===== src/rtl/fjk_bank_pkg.sv =====
// Shared definitions for the JK flip-flop bank: JK action encodings and
// the EDGE / CHAIN mode constants.
package fjk_bank_pkg;

    // Encoded as {j, k}
    typedef enum logic [1:0] {
        JK_HOLD   = 2'b00,
        JK_RESET  = 2'b01,
        JK_SET    = 2'b10,
        JK_TOGGLE = 2'b11
    } jk_act_e;

    localparam int EDGE_LEVEL = 0;
    localparam int EDGE_RISE  = 1;
    localparam int CHAIN_OFF  = 0;
    localparam int CHAIN_ON   = 1;

endpackage


===== src/rtl/fjk_cell.sv =====
// Single JK bit with synchronous clear/load priority over the JK tick and
// an asynchronous active-low clear. Exposes its next value for change detect.
module fjk_cell
    import fjk_bank_pkg::*;
(
    input  logic sys_clk,
    input  logic cd,
    input  logic tick_i,
    input  logic clr_i,
    input  logic ld_i,
    input  logic d_i,
    input  logic j_i,
    input  logic k_i,
    output logic q_o,
    output logic q_next_o
);

    logic    q_q;
    logic    q_d;
    jk_act_e act;

    always_comb begin
        act = jk_act_e'({j_i, k_i});
        q_d = q_q;
        if (clr_i) begin
            q_d = 1'b0;
        end else if (ld_i) begin
            q_d = d_i;
        end else if (tick_i) begin
            case (act)
                JK_HOLD:   q_d = q_q;
                JK_RESET:  q_d = 1'b0;
                JK_SET:    q_d = 1'b1;
                JK_TOGGLE: q_d = ~q_q;
                default:   q_d = q_q;
            endcase
        end
    end

    always_ff @(posedge sys_clk or negedge cd) begin
        if (!cd) begin
            q_q <= 1'b0;
        end else begin
            q_q <= q_d;
        end
    end

    assign q_o      = q_q;
    assign q_next_o = q_d;

endmodule


===== src/rtl/fjk_bank.sv =====
// Bank of WIDTH JK bits sharing a sampled clock-enable; optionally chained
// into a synchronous binary up-counter with a terminal-count output.
module fjk_bank
    import fjk_bank_pkg::*;
#(
    parameter int WIDTH = 8,
    parameter int EDGE  = EDGE_RISE,
    parameter int CHAIN = CHAIN_OFF
) (
    input  logic             sys_clk,
    input  logic             cd,
    input  logic             cp,
    input  logic [WIDTH-1:0] j,
    input  logic [WIDTH-1:0] k,
    input  logic             clr,
    input  logic             ld,
    input  logic [WIDTH-1:0] d,
    output logic [WIDTH-1:0] q,
    output logic [WIDTH-1:0] qn,
    output logic             tc,
    output logic             chg
);

    logic             cp_q;
    logic             chg_q;
    logic             tick;
    logic [WIDTH-1:0] q_next;
    logic [WIDTH-1:0] j_eff;
    logic [WIDTH-1:0] k_eff;

    // cp_q resets high so a cp already high at reset release is not an edge
    always_ff @(posedge sys_clk or negedge cd) begin
        if (!cd) begin
            cp_q  <= 1'b1;
            chg_q <= 1'b0;
        end else begin
            cp_q  <= cp;
            chg_q <= (q_next != q);
        end
    end

    assign tick = (EDGE == EDGE_RISE) ? (cp & ~cp_q) : cp;

    genvar gi;
    generate
        for (gi = 0; gi < WIDTH; gi++) begin : g_bit
            if ((CHAIN == CHAIN_ON) && (gi > 0)) begin : g_chain
                // Upper counter bits toggle only when every lower bit carries
                assign j_eff[gi] = j[0] & k[0] & (&q[gi-1:0]);
                assign k_eff[gi] = j[0] & k[0] & (&q[gi-1:0]);
            end else begin : g_free
                assign j_eff[gi] = j[gi];
                assign k_eff[gi] = k[gi];
            end

            fjk_cell u_cell (
                .sys_clk  (sys_clk),
                .cd       (cd),
                .tick_i   (tick),
                .clr_i    (clr),
                .ld_i     (ld),
                .d_i      (d[gi]),
                .j_i      (j_eff[gi]),
                .k_i      (k_eff[gi]),
                .q_o      (q[gi]),
                .q_next_o (q_next[gi])
            );
        end
    endgenerate

    assign qn  = ~q;
    assign tc  = (CHAIN == CHAIN_ON) && j[0] && k[0] && (&q);
    assign chg = chg_q;

endmodule


===== config.mk =====
export PLATFORM = sky130hd
export DESIGN_NAME = fjk_bank
export DESIGN_NICKNAME = d
export VERILOG_FILES = /design/src/rtl/fjk_bank_pkg.sv /design/src/rtl/fjk_cell.sv /design/src/rtl/fjk_bank.sv
export SDC_FILE = /design/constraint.sdc
export NUM_CORES = 1
export LEC_CHECK = 0
export CORE_MARGIN = 5
export CORE_UTILIZATION = 39
export DETAILED_ROUTE_END_ITERATION = 12
export PLACE_DENSITY = 0.85
export SLEW_MARGIN = 5
export SYNTH_ARGS = -nofsm -noshare
export SYNTH_HDL_FRONTEND = slang
export SYNTH_SLANG_ARGS = --single-unit

===== constraint.sdc =====
create_clock -name sys_clk -period 2.2 [get_ports sys_clk]
set_input_delay 0.44 -clock sys_clk [delete_from_list [all_inputs] [get_ports sys_clk]]
set_output_delay 0.44 -clock sys_clk [all_outputs]
set_load 0.01 [all_outputs]

Word level (Yosys, flattened, before mapping):

Index checks and enable logic that the tools add are counted.

* bits in registers: 10
* bits in latches: 0
* bits in writable memories: 0
* memory bits (read-only): 0
* input bits: 29
* output and inout port bits: 18
* memories kept: 0

* add/sub/neg operators: 0
* $mul: 0
* divide/modulo/power cells: 0
* magnitude comparators: 0
* equality and inequality tests: 25
* shift-type cells: 0
* muxes and demuxes: 32
* bitwise operators: 11
* reductions and logical operators: 8

Operators by type and width (count)
* 2-bit == test (second input constant): 16
* 1-bit case mux with 4 select lines: 8
* 1-bit 2-to-1 mux: 24
* 2-bit by 1-bit == test with 1-bit output (second input constant): 8
* 2-bit logical NOT: 8
* 1-bit NOT: 9
* 8-bit != test: 1
* 8-bit NOT: 1
* 1-bit bitwise AND: 1

Logic depth before layout (Yosys ltp):

Gate-level depths: netlist (run 1).

* depth after elaboration: 6
* mapped depth: 6

Cells and area by module:

Synthesis (run 1) repeated with hierarchy kept, for this count alone.

* cells, all modules: 72
* area total of the unflattened synthesis: 725.7 um^2

Modules (own cells, without submodules)
* fjk_cell: times used 8, cells an instance 6, area an instance 67.6 um^2
* fjk_bank: times used 1, cells an instance 24, area an instance 185.2 um^2

Worst setup path before layout (run 1):

OpenSTA, ideal clock, no wires.

* path type: input-to-reg
* from: input clr
* to: register chg_q (netlist: chg)
* library setup time: 140 ps
* arrival time: 1443 ps
* required time: 2060 ps
* path slack: 617 ps
* stages on the path: 5
* cells stage by stage: buf_4 > o221ai_2 > o41a_1 > nor4_1 > o211ai_1

* word-level cells in the longest chain between the ends: 2
* elaborated cells on any way between the ends: 9
* those cells by class: 1 x eq/ne; 8 x mux

RTL lines
* from (decl): RTL line fjk_bank.sv:15 `input logic clr,`
* 1-bit 2-to-1 mux: RTL line fjk_cell.sv:25 `if (clr_i) begin`
* 8-bit != test (*): RTL line fjk_bank.sv:38 `chg_q <= (q_next != q);`
* to (signal assigned): RTL line fjk_bank.sv:38
* to (decl): RTL line fjk_bank.sv:25 `logic chg_q;`

Every way passes the cells marked *; elsewhere a longest branch is shown, timed or not.

Final worst setup path (run 1):

Same ends and word-level chain as after synthesis.

==> summary.md, run 1 <==
| Metric | Value |
|---|---|
| Hold Path Class | `in2async` |
| Post-detailed-route count of antenna-violating nets | `0` |
| RSZ-0062 raised after global routing | `no` |
| Post-CTS setup buffer count | `0` |
| TritonRoute pass-1 iters | `4` |
| CTS Buf Count | `3` |
| Cell area after synthesis | `880.8 um2` |
| Seq cells post-synth | `10` |
| Total Power | `0.0006001 W` |
| Share of flip-flops with an asynchronous set or reset | `1.000` |
| R2r endpoint | `chg` |
| Yosys warnings | `0` |
| Critical setup path kind | `in2reg` |
| CTS Sinks | `10` |
| Die H | `57.53 um` |
| Routed Wire Length | `2.939 mm` |
| Antenna violations before repair | `0` |
| Chip Width | `57.53 um` |
| Clk slew on worst S/H paths | `0.06 ns` |
| Area grow syn2layout | `54.83%` |
| Core area | `2191 um2` |
| Net Count, Synth | `144` |
| Top cells by area, synth | `dfrtp_1 26%, a21oi_1 9.7%, buf_4 8.5%, a311oi_1 7.0%, inv_1 4.7%` |
| Mean Syn Cell Area | `7.660 um2` |
| Setup-failing EPs final | `0` |
| Drt initial violations | `26` |
| CTS Hold Bufs | `0` |
| Power per cell area | `440.0 nW/um2` |
| Largest net degree at the start of global routing | `20` |
| Initial Utilization | `0.4021` |
| WL/cell | `16.06 um` |
| R2R cell count | `5` |
| Kind of end point of the critical path | `flip-flop` |
| CTS root buf | `clkbuf_4` |
| Fin crit period | `1.925 ns` |
| Sum Neg Setup Slack | `0 ns` |
| Commonest register cell after synthesis | `dfrtp_1` |
| Sequential area share after synthesis | `0.2855` |
| Ant diodes | `0` |
| Row cnt | `17` |
| CTS tree | `yes` |
| Final hold vios | `0` |
| Max-cap violations | `0` |
| Synth Instances | `115` |
| Peak VDD IR | `0.3216 mV` |
| Worst setup SP type | `input port` |
| FILL cells | `194` |
| Full die area | `3309 um2` |
| Final core utilization | `0.6225` |
| Hpwl dp | `2.487 mm` |
| Number of enable flip-flop cells after synthesis | `0` |
| DRC | `0` |
| IO Port Bufs | `45` |
| Global-route usage over all layers | `0.1801` |
| Final Skew | `0.004771 ns` |
| Vias in the first global route | `986` |
| Final Max Tran Viols | `0` |
| Worst-path maximum fanout | `4` |
| Dpl cell area | `1328 um2` |
| Dominant cell type by area after synthesis | `dfrtp_1` |
| Ports | `47` |
| FF-to-FF Start | `g_bit[2].u_cell.q_o` |
| Critical path arrival | `2.04 ns` |
| Period utilization | `0.8752` |
| Worst-Skew Late Latency | `0.25 ns` |
| First-pass GRT wire length | `4.761 mm` |
| Vias | `1017` |
| Fmax | `0.5194 GHz` |
| Synth cell types | `29` |
| Global placement routability congestion | `0.9706` |
| Flop2flop setup slack | `0.50 ns` |
| Share of layout cells above drive strength 1 | `0.07742` |
| Htree depth | `1` |
| Worst Path Required | `2.31 ns` |
| Global route total overflow | `0` |
| Longest Clk Path Bufs | `2` |
| Final Cell Area | `1364 um2` |
| Vias per inst | `5.557` |
| Post-synth top area share | `0.2557` |
| CTS resizes | `0` |
| Nets | `185` |
| Outcome | `finished clean` |
| P_leak | `0.5304 nW` |
## report_power, final
| part | internal (W) | switching (W) |
|---|---|---|
| clock | 0.000100 | 0.0000542 |
| combinational | 0.000130 | 0.000102 |
| sequential | 0.000197 | 0.0000175 |
| total | 0.000426 | 0.000174 |
## cells in the mapped netlist, types with 3 or more instances
| cell | count |
|---|---|
| o211ai_1 | 4 |
| o21ai_0 | 3 |
| nor2b_1 | 6 |
| a211oi_1 | 3 |
| buf_4 | 10 |
| inv_1 | 11 |
| nor2_1 | 7 |
| clkbuf_1 | 3 |
| a311oi_1 | 7 |
| nand2_1 | 4 |
| a22o_1 | 3 |
| dfrtp_1 | 9 |
| nand2b_1 | 6 |
| o22ai_1 | 3 |
| a21oi_1 | 17 |
## routing by layer
layer,share of wire,wire (um),global-route usage,up-vias
li1,-,-,-,495
met1,0.41,1201,0.2415,468
met2,0.50,1456,0.2855,50
met3,0.083,244,0.03167,4
met4,0.012,36,0.06954,0
met5,0,0,0,-
## sequential cells by signal, summed over array words and instances (netlist names)
register and count:
g_bit.u_cell.q_o 8, chg 1, cp_q 1
## cell families after synthesis
kind of cell,after synthesis,share of synthesized area
flip-flops,10,0.2855
AO/OA/AOI/OAI,48,0.3764
other,1,0.004257
AND/OR/NAND/NOR,30,0.1776
buffers and inverters,26,0.1562
## layout by cell type (no fill, tap or decap), types with 4 or more instances in the layout
cell type | Yosys | layout
a21oi_1 | 17 | 17
a311oi_1 | 7 | 7
buf_4 | 10 | 5
clkdlybuf4s50_1 | 0 | 45
dfrtp_1 | 9 | 9
inv_1 | 11 | 11
nand2_1 | 4 | 4
nand2b_1 | 6 | 6
nor2_1 | 7 | 7
nor2b_1 | 6 | 6
o211ai_1 | 4 | 4
## worst max path at each step
| stage | start | endpoint | slack (ns) | cells past startpoint |
|---|---|---|---|---|
| after global routing | clr | chg | 0.18 | 5 |
| after global placement | clr | chg | 0.04 | 5 |
| after CTS | clr | chg | 0.27 | 5 |
| after floorplan | clr | chg | 0.62 | 5 |
| final | clr | chg | 0.27 | 5 |
| after detailed placement | clr | chg | 0.005 | 5 |
## metrics by stage
stage	hold WS, ns	worst slack (ns)	std cells
3_3_place_gp	0.7501	0.04015	179
5_1_grt	0.5267	0.1805	183
6_report	0.4884	0.2747	183
4_1_cts	0.4956	0.2720	183
2_1_floorplan	0.1444	0.6175	115
3_5_place_dp	0.7695	0.005076	179
## area by class of cell
| class | instances | area (um2) | share of cell area |
|---|---|---|---|
| inverters | 11 | 41.29 | 0.03028 |
| flip-flops and latches | 10 | 251.5 | 0.1844 |
| clock buffers | 4 | 36.28 | 0.02661 |
| multi-input cells | 79 | 491.7 | 0.3606 |
| well taps | 28 | 35.03 | 0.02569 |
| repair buffers | 51 | 508.0 | 0.3725 |
## critical path, stage by stage
cell             delay [ns]
clkdlybuf4s50_1        0.61
o221ai_2               0.15
o41a_1                 0.42
nor4_1                 0.27
o211ai_1               0.15
Note: power is estimated with default switching activity, not from simulation.
==> inputs of run 2 (changes only) <==
Settings changed: CORE_UTILIZATION 39 to 42, PLACE_DENSITY 0.85 to 0.9.
Clock period 2.2 ns to 2.4 ns, I/O delays scaled along.
==> run 2 against run 1 <==
Compared with the run above: combinational power fell by 9.1%; sequential share of layout area rose by 0.33 points; register-to-register slack improved by 0.21 ns; clock skew barely moved; final cell count fell by 0.55%; sequential cell count did not move; critical endpoint unchanged; largest cell class unchanged; largest power group unchanged.
==> summary.md, run 2 (synthesis results as in run 1) <==
| Metric | Value |
|---|---|
| Outcome | `finished clean` |
| Max-cap violations | `0` |
| Commonest non-fill, non-tap cells in the layout | `45 x clkdlybuf4s50_1, 17 x a21oi_1, 11 x inv_1` |
| Worst-path maximum fanout | `10` |
| Fin crit period | `2.055 ns` |
| Crit-path leading delay family | `buffers and inverters` |
| DRC | `0` |
| FILL cells | `152` |
| Global-route usage over all layers | `0.1849` |
| Setup-failing EPs final | `0` |
| Peak VDD IR | `0.2739 mV` |
| CTS Buf Count | `3` |
| Worst-Skew Late Latency | `0.27 ns` |
| Worst setup SP type | `input port` |
| Final Skew | `0.005263 ns` |
| Drt initial violations | `57` |
| Crit-path cells | `clkdlybuf4s50_1 > buf_4 > a21oi_1 > o41a_1 > nor4_1 > o211ai_1` |
| Critical setup path kind | `in2reg` |
| Core area | `1982 um2` |
| First-pass GRT wire length | `4.726 mm` |
| Full die area | `3113 um2` |
| Global route total overflow | `0` |
| Antenna violations before repair | `0` |
| Clk pwr share | `0.243` |
| Die H | `55.80 um` |
| Routed Wire Length | `2.908 mm` |
| Post-CTS setup buffer count | `0` |
| Ant diodes | `0` |
| Critical path buffers and inverters | `2` |
| Most common cell after layout, fill and taps aside | `clkdlybuf4s50_1` |
| CTS resizes | `0` |
| Largest net degree at the start of global routing | `20` |
| TritonRoute pass-1 iters | `4` |
| Max reg flops | `8` |
| CTS tree | `yes` |
| Sw frac | `0.3262` |
| CP max stage delay | `0.64 ns` |
| Final Max Tran Viols | `0` |
| RSZ-0062 raised after global routing | `no` |
| FF-to-FF Start | `g_bit[2].u_cell.q_o` |
| Global placement routability congestion | `0.8805` |
| CTS Sinks | `10` |
| R2R cell count | `5` |
| Vias per inst | `5.786` |
| WHS | `0.5323 ns` |
| Vias in the first global route | `952` |
| Sum Neg Setup Slack | `0 ns` |
| Worst Path Required | `2.53 ns` |
| Kind of end point of the critical path | `flip-flop` |
| Area grow syn2layout | `52.13%` |
| Vias | `1053` |
| CTS Hold Bufs | `0` |
| Nets | `185` |
| Longest Clk Path Bufs | `2` |
| CP max stage cell | `clkdlybuf4s50_1` |
| Row cnt | `16` |
| Ports | `47` |
| Final hold vios | `0` |
| Share of layout cells above drive strength 1 | `0.07097` |
| Critical path arrival | `2.19 ns` |
| CTS root buf | `clkbuf_4` |
| Initial Utilization | `0.4444` |
| WL/cell | `15.98 um` |
| Htree depth | `1` |
| Flop2flop setup slack | `0.71 ns` |
| Hpwl dp | `2.351 mm` |
| P_leak | `0.5198 nW` |
| Stages on worst setup path | `6` |
| NetSw | `0.0001747 W` |
| Comb power frac | `0.394` |
| IO Port Bufs | `45` |
| Clk slew on worst S/H paths | `0.08 ns` |
| Post-detailed-route count of antenna-violating nets | `0` |
| Period utilization | `0.8562` |
| Total Power | `0.0005356 W` |
| Int Power | `0.0003609 W` |
| Chip Width | `55.80 um` |
| Fmax | `0.4867 GHz` |
| R2r endpoint | `chg` |
| Hold Path Class | `in2async` |
| Power per cell area | `399.7 nW/um2` |
| Sequential share of power | `0.362` |
==> run 2: cell count changes in the layout (fill, tap and decap cells not counted) <==
cell,previous run,this run
buf_12,1,0
buf_4,5,6
clkbuf_1,0,1
clkbuf_8,1,0
==> run 2: metrics by stage <==
stage | cells | util | setup WS [ns] | cell area, um2
floorplan | 115 | - | 0.7775 | 880.8
global placement | 178 | 0.6629 | 0.1601 | 1314
detailed placement | 178 | 0.6629 | 0.08810 | 1314
CTS | 182 | 0.6761 | 0.3722 | 1340
global route | 182 | 0.6761 | 0.2092 | 1340
finish | 182 | 0.6761 | 0.3451 | 1340
==> run 2: power by group through the flow <==
| stage | sequential [W] | combinational (W) | clock [W] |
|---|---|---|---|
| 2_1_floorplan | 0.000195 | 0.000104 | 0 |
| 3_3_place_gp | 0.000197 | 0.000207 | 0 |
| 3_5_place_dp | 0.000197 | 0.000209 | 0 |
| 4_1_cts | 0.000194 | 0.000210 | 0.000131 |
| 5_1_grt | 0.000196 | 0.000227 | 0.000143 |
| 6_report | 0.000194 | 0.000211 | 0.000130 |
==> run 2: how the worst max path moves through the flow <==
stage	from	end	slack, ns
after CTS	clr	chg	0.37
final	clr	chg	0.35
after detailed placement	clr	chg	0.09
after floorplan	clr	chg	0.78
after global placement	clr	chg	0.16
after global routing	clr	chg	0.21
==> run 2: per-layer routing <==
layer  vias to the layer above  GRT usage  routed length, um
met5                         -          0                  0
met4                         0    0.03472                  5
met3                         2    0.05104                294
met2                        67     0.3041               1420
met1                       489     0.2420               1188
li1                        495          -                  -
==> run 2: worst reg2reg max path, cell delays in order (launching register included) <==
cell and delay, ns:
dfrtp_1 0.47, inv_1 0.14, o221ai_2 0.11, o41a_1 0.42, nor4_1 0.29, o211ai_1 0.13
==> run 2: final cells by class <==
type | instances | area [um2] | share of cell area
Timing Repair Buffer | 51 | 495.5 | 0.3697
Tap cell | 27 | 33.78 | 0.02521
Clock buffer | 4 | 26.28 | 0.01961
Inverter | 11 | 41.29 | 0.03081
Sequential cell | 10 | 251.5 | 0.1877
Multi-Input combinational cell | 79 | 491.7 | 0.3669
